==> src/rtl/dpram_fifo_ctrl.sv <==
// dpram_fifo_ctrl: FIFO controller for a 64x8 dual-port RAM (port 1 writes, port 2 reads)
// Ports:
//   clk, rst_n (async active-low), flush (sync clear)
//   wr_en/wr_data push side; rd_en pop side; rd_data/rd_valid popped word, 1-cycle latency
//   full/empty/almost_full/almost_empty/count occupancy status; overflow/underflow sticky errors
//   ram_*_1 write port drive; ram_*_2 read port drive; ram_q_2 registered RAM read data
module dpram_fifo_ctrl #(
  parameter int DATA_W    = 8,
  parameter int ADDR_W    = 6,
  parameter int AF_THRESH = 56,
  parameter int AE_THRESH = 8
) (
  input  logic              clk,
  input  logic              rst_n,
  input  logic              flush,
  input  logic              wr_en,
  input  logic [DATA_W-1:0] wr_data,
  input  logic              rd_en,
  output logic [DATA_W-1:0] rd_data,
  output logic              rd_valid,
  output logic              full,
  output logic              empty,
  output logic              almost_full,
  output logic              almost_empty,
  output logic [ADDR_W:0]   count,
  output logic              overflow,
  output logic              underflow,
  output logic              ram_wen_1,
  output logic [ADDR_W-1:0] ram_addr_1,
  output logic [DATA_W-1:0] ram_data_1,
  output logic              ram_wen_2,
  output logic [ADDR_W-1:0] ram_addr_2,
  output logic [DATA_W-1:0] ram_data_2,
  input  logic [DATA_W-1:0] ram_q_2
);
  localparam logic [ADDR_W:0] AF = AF_THRESH[ADDR_W:0];
  localparam logic [ADDR_W:0] AE = AE_THRESH[ADDR_W:0];
  logic [ADDR_W-1:0] wptr_q, wptr_d, rptr_q, rptr_d;
  logic [ADDR_W:0]   count_q, count_d;
  logic              ovf_q, ovf_d, udf_q, udf_d, valid_q, valid_d;
  logic [DATA_W-1:0] hold_q, hold_d;
  logic              push_ok, pop_ok;
  // count tops out at exactly DEPTH, so its MSB alone marks full
  assign full         = count_q[ADDR_W];
  assign empty        = count_q == '0;
  assign almost_full  = count_q >= AF;
  assign almost_empty = count_q <= AE;
  assign count        = count_q;
  assign overflow     = ovf_q;
  assign underflow    = udf_q;
  assign rd_valid     = valid_q;
  assign push_ok      = wr_en & ~full & ~flush;
  assign pop_ok       = rd_en & ~empty & ~flush;
  // RAM output is live only in the cycle after a pop; otherwise show the last popped word
  assign rd_data      = valid_q ? ram_q_2 : hold_q;
  assign ram_wen_1    = push_ok;
  assign ram_addr_1   = wptr_q;
  assign ram_data_1   = wr_data;
  assign ram_wen_2    = 1'b0;
  assign ram_addr_2   = rptr_q;
  assign ram_data_2   = '0;
  always_comb begin
    wptr_d  = flush ? '0 : wptr_q + ADDR_W'(push_ok);
    rptr_d  = flush ? '0 : rptr_q + ADDR_W'(pop_ok);
    count_d = flush ? '0 : count_q + (ADDR_W+1)'(push_ok) - (ADDR_W+1)'(pop_ok);
    ovf_d   = ~flush & (ovf_q | (wr_en & full));
    udf_d   = ~flush & (udf_q | (rd_en & empty));
    valid_d = pop_ok;
    hold_d  = valid_q ? ram_q_2 : hold_q;
  end
  always_ff @(posedge clk or negedge rst_n) begin
    if (!rst_n) begin
      wptr_q  <= '0;
      rptr_q  <= '0;
      count_q <= '0;
      ovf_q   <= 1'b0;
      udf_q   <= 1'b0;
      valid_q <= 1'b0;
      hold_q  <= '0;
    end else begin
      wptr_q  <= wptr_d;
      rptr_q  <= rptr_d;
      count_q <= count_d;
      ovf_q   <= ovf_d;
      udf_q   <= udf_d;
      valid_q <= valid_d;
      hold_q  <= hold_d;
    end
  end
endmodule

==> config.mk <==
export PLATFORM = sky130hd
export DESIGN_NAME = dpram_fifo_ctrl
export DESIGN_NICKNAME = d
export VERILOG_FILES = /design/src/rtl/dpram_fifo_ctrl.sv
export SDC_FILE = /design/constraint.sdc
export NUM_CORES = 1
export LEC_CHECK = 0
export CAP_MARGIN = 0
export CORE_ASPECT_RATIO = 1.1
export CORE_MARGIN = 1.5
export CORE_UTILIZATION = 50
export DETAILED_ROUTE_END_ITERATION = 16
export DONT_BUFFER_PORTS = 1
export PLACE_DENSITY = 0.7
export SYNTH_ARGS = -nofsm -noshare
export SYNTH_HDL_FRONTEND = slang
export SYNTH_SLANG_ARGS = --single-unit
export TNS_END_PERCENT = 100
==> constraint.sdc <==
create_clock -name clk -period 3.3 [get_ports clk]
set_input_delay 0.33 -clock clk [delete_from_list [all_inputs] [get_ports clk]]
set_output_delay 0.33 -clock clk [all_outputs]
set_load 0.01 [all_outputs]
Word level (Yosys, flattened, before mapping)
Index checks and enable logic that the tools add are counted.
{ "op_classes": {"addsub": 4, "multipliers": 0, "n_div": 0, "n_lt_le_gt_ge": 2, "n_eq_ne": 0, "shift": 0, "mux": 4, "bitwise_logic": 13, "reduce_logical": 1} }
{ "op_table": {"columns": ["operator", "n"], "rows": [
  ["6-bit by 1-bit adder with 6-bit output", 2],
  ["6-bit 2-to-1 mux", 2],
  ["1-bit bitwise AND", 8],
  ["8-bit 2-to-1 mux", 1],
  ["7-bit by 1-bit adder with 7-bit output", 1],
  ["7-bit by 6-bit >= comparator with 1-bit output (second input constant)", 1],
  ["7-bit by 4-bit <= comparator with 1-bit output (second input constant)", 1],
  ["7-bit zero test", 1],
  ["7-bit 2-to-1 mux", 1],
  ["7-bit by 1-bit subtractor with 7-bit output", 1],
  ["1-bit NOT", 3],
  ["1-bit bitwise OR", 2]
]} }
{ "word_totals": {"regBits": 30, "latch_bits": 0, "ramBits": 0, "romBits": 0, "input_bits": 21, "output_inout_bits": 52, "mem_count": 0} }

Depth between registers and ports, before layout
{ "logic_depth": {"word_depth": 6, "ltp_mapped": 13, "ltp_nobuf": 13} }

Least setup slack after synthesis
Ideal clock, no wire load.
{ "synth_path": {"kind": "register -> register", "from": "register count_q[3] (netlist: count[3])", "to": "register count_q[6] (netlist: count[6])", "arrival_ns": 2.897, "required_time_ns": 3.235, "setup_slack_ns": 0.339, "path_stages_with_launch": 14, "path_cell_list": "dfrtp_1 -> inv_1 -> ha_1 -> nor4b_4 -> a21bo_4 -> or3_4 -> nand2_1 -> ha_1 -> inv_1 -> fa_1 -> nand2b_1 -> a221o_1 -> nor4b_1 -> a211o_1"} }
{ "synth_via": {"elab_chain_len": 6} }
{ "synth_rtl": {"columns": ["element", "line", "rtl"], "rows": [
  ["start: declaration", "39", "logic [ADDR_W:0] count_q, count_d;"],
  ["start signal: assignment", "83", "count_q <= count_d;"],
  ["branches (longest 4 deep; another with 7-bit by 1-bit adder with 7-bit output)", null, null],
  ["7-bit by 1-bit subtractor with 7-bit output *", "65", "count_d = flush ? '0 : count_q + (ADDR_W+1)'(push_ok) - (ADDR_W+1)'(pop_ok);"],
  ["7-bit 2-to-1 mux *", "65", null],
  ["via count_d[6]", "39", null]
]} }
Mark *: on every way through the listed nets, which the timed path passes.

Worst setup path in the final report
{ "layout_path": {"from": "register count_q[4] (netlist: count[4])", "to": "register count_q[6] (netlist: count[6])"} }
Same word-level chain as after synthesis.

==> out/metrics.yaml <==
outcome:
  status: "completed"
setup_path:
  critPathSlowestCell: "dfrtp_1"
  cp.arrival_ps: 3380
  critPathMaxFanout: 5
  critPathLaunchType: "flop"
  critPathRequiredTime_ps: 3570
  endpoint_kind: "flop"
  crit_type: "reg2reg"
  cp_cell_sequence: "inv_1, ha_1, a21bo_4, or3_4, nand2_1, ha_1, inv_1, fa_1, nand2b_1, a221o_1, nor4b_2, a211o_1"
  critPathMaxStageDelay_ps: 480
global_routing:
  grt_overflow: 0
  antenna_found_initial: 0
  grt_max_degree: 32
  grt_pass1_wl_um: 5090
  track_usage_pct: 17.2
  first_global_vias: 1152
logic_synthesis:
  synth_area_leaders: "dfrtp_1 42%, ha_1 12%, buf_4 7.6%"
  ys_ff_latch: 30
  synth.top_cell.area_share_pct: 42.3
  ys_seq_area_share_pct: 42.3
  async_flop_share_pct: 100
  synth.avg_cell_area_um2: 10.6
  synth_cell_types: 38
  syn_area_mm2: 0.00177
  ys.flop_type: "dfrtp_1"
  ys.warnings.count: 0
  synth_top_area_cell: "dfrtp_1"
  synthCells: 168
  synth-edff-count: 0
route:
  vias_per_cell: 5.35
  route.vias.total: 1144
  drcViolationCount: 0
  drt_first_iter_violations: 35
  wl_um: 3230
  wl_per_cell_um: 15.1
  drt_pass1_iterations: 4
  final_antenna_net_count: 0
floorplan:
  pin_count: 73
  num_rows: 22
  dieWidth_um: 59.8
  start_util_pct: 52.8
  core-area_mm2: 0.00336
  die_h_um: 65.5
  die_area_mm2: 0.00391
power_and_ir_drop:
  power.leakage_uw: 0.000848
  p_comb_share_pct: 44.4
  clkPwrFrac_pct: 15.6
  power.density_mw_per_mm2: 789
  internal_power_uw: 851
  ir_worst_vdd_mv: 0.459
  swShare_pct: 40.8
  seq_power_share_pct: 40.0
  p_sw_uw: 586
cells_and_area:
  seq_area_um2: 752
  final_common_cell: "dfrtp_1"
  fill_cells: 315
  antenna_cells: 0
  layout-drive-gt1-share_pct: 14.5
  final_cell_mix: "29 x dfrtp_1, 19 x nor2_1, 17 x ha_1"
  multi_input_area_um2: 867
  final_nets: 204
  syn_to_final_growth_pct: 2.75
  final_area_mm2: 0.00182
sta:
  period_minus_slack_ps: 3110
  setup-tns-final_ps: 0
  setup_violations: 0
  finalCritPeriodShare_pct: 94.3
  finalHoldViolCount: 0
  grt_setup_unrepaired: "no"
  finClkSkew_ps: 10.5
  fmax_ghz: 0.321
  report.final.slew_viol_count: 0
clocking:
  cts_max_level: 2
  clk_pin_slew_worst_paths_ps: 100
  post_cts_buffers: 0
  cts_root_buffer: "clkbuf_4"
  cts_buffers: 5
  cts.sink_count: 30
  tritoncts: "yes"
  clockBufferDepth: 2
  clock_latency_ps: 320
place:
  gp_congestion: 0.848
  place_area_mm2: 0.00172
  dp_hpwl_um: 2460
  port_buffers: 0
flow_run:
  maxCapViolCount: 0
hold_path:
  worstHoldPathType: "in2reg"
## synthesized netlist by cell type (3+ instances only)
master	n
nand2_1	7
buf_2	3
a21oi_1	7
nor2_1	19
xor2_1	5
buf_4	18
nor4b_1	4
mux2_2	8
o21ai_0	3
dfrtp_1	30
nand3_1	3
xnor2_1	6
nor2b_1	4
ha_1	17
inv_1	10
## path summary, 6_finish.rpt
check                      cells past startpoint                   to                start  slack [ps]
min reg2reg                                    1  hold_q[6]$_DFF_PN0_  hold_q[6]$_DFF_PN0_         550
min in group asynchronous                      2   count[6]$_DFF_PN0_                rst_n         450
max                                           12   count[6]$_DFF_PN0_   count[4]$_DFF_PN0_         190
max reg2reg                                   12   count[6]$_DFF_PN0_   count[4]$_DFF_PN0_         190
min                                            1   count[4]$_DFF_PN0_                flush          70
max in group asynchronous                      2   count[2]$_DFF_PN0_                rst_n        2680
## stage by stage
step	setup slack, ps	hold slack [ps]	power [uW]	util, %	instances
after CTS	78.0	41.6	1440	54.0	214
after floorplan	339	34.4	1090	-	176
after global placement	235	35.2	1180	51.3	204
final	187	67.8	1440	54.2	214
after global routing	17.0	38.7	1540	54.2	214
after detailed placement	91.9	35.3	1200	51.3	204
## cell families (layout without fill, tap and decap cells)
group,count (synthesis),count (layout),synth area share (%)
other cells,1,9,0.212
simple gates,48,48,15.2
mux,8,8,5.08
buf+inv,32,22,10.8
fa+ha+maj,18,18,13.1
compound gates,20,20,7.83
flops,30,30,42.3
xor+xnor,11,11,5.43
## per-layer routing
| metal | up-vias | part of all wire [%] | GRT usage, % |
|---|---|---|---|
| met5 | - | 0 | 0 |
| met4 | 0 | 0.90 | 4.17 |
| met3 | 5 | 10 | 8.46 |
| met2 | 54 | 50 | 28.8 |
| met1 | 556 | 38 | 19.3 |
| li1 | 529 | - | - |
## sequential cells by signal, indices dropped and copies added, names as in the netlist
name	flops
hold_q	8
count	7
ram_addr_1	6
ram_addr_2	6
overflow	1
rd_valid	1
underflow	1
## what timing repair did
| action | 4_1_cts | 5_1_grt |
|---|---|---|
| hold buffers | 2 | 0 |
| setup endpoints to repair | 0 | 1 |
| gates resized for setup | 0 | 2 |
| hold endpoints to repair | 30 | 0 |
## power groups by stage
stage / clock [uW] / combinational [uW] / sequential [uW]
floorplan: 0 / 538 / 555
global placement: 0 / 596 / 580
detailed placement: 0 / 618 / 585
CTS: 233 / 634 / 578
global route: 243 / 709 / 592
finish: 224 / 638 / 575
## area by class of cell
cell class              instances  area share, %
multi-input cells             114           47.6
flip-flops and latches         30           41.3
well taps                      48           3.30
clock buffers                   7           3.02
repair buffers                  4           2.47
inverters                      10           2.06
clock inverters                 1          0.275
## worst max-delay path, delay by kind of cell, from the launching register on
kind,cells,cell delay (ps)
and+or+nand+nor,4,860
adders and majority gates,3,820
AOI/OAI and AO/OA,3,700
DFF,1,480
buffers and inverters,2,190
No activity file was read; power rests on OpenSTA's default activity.
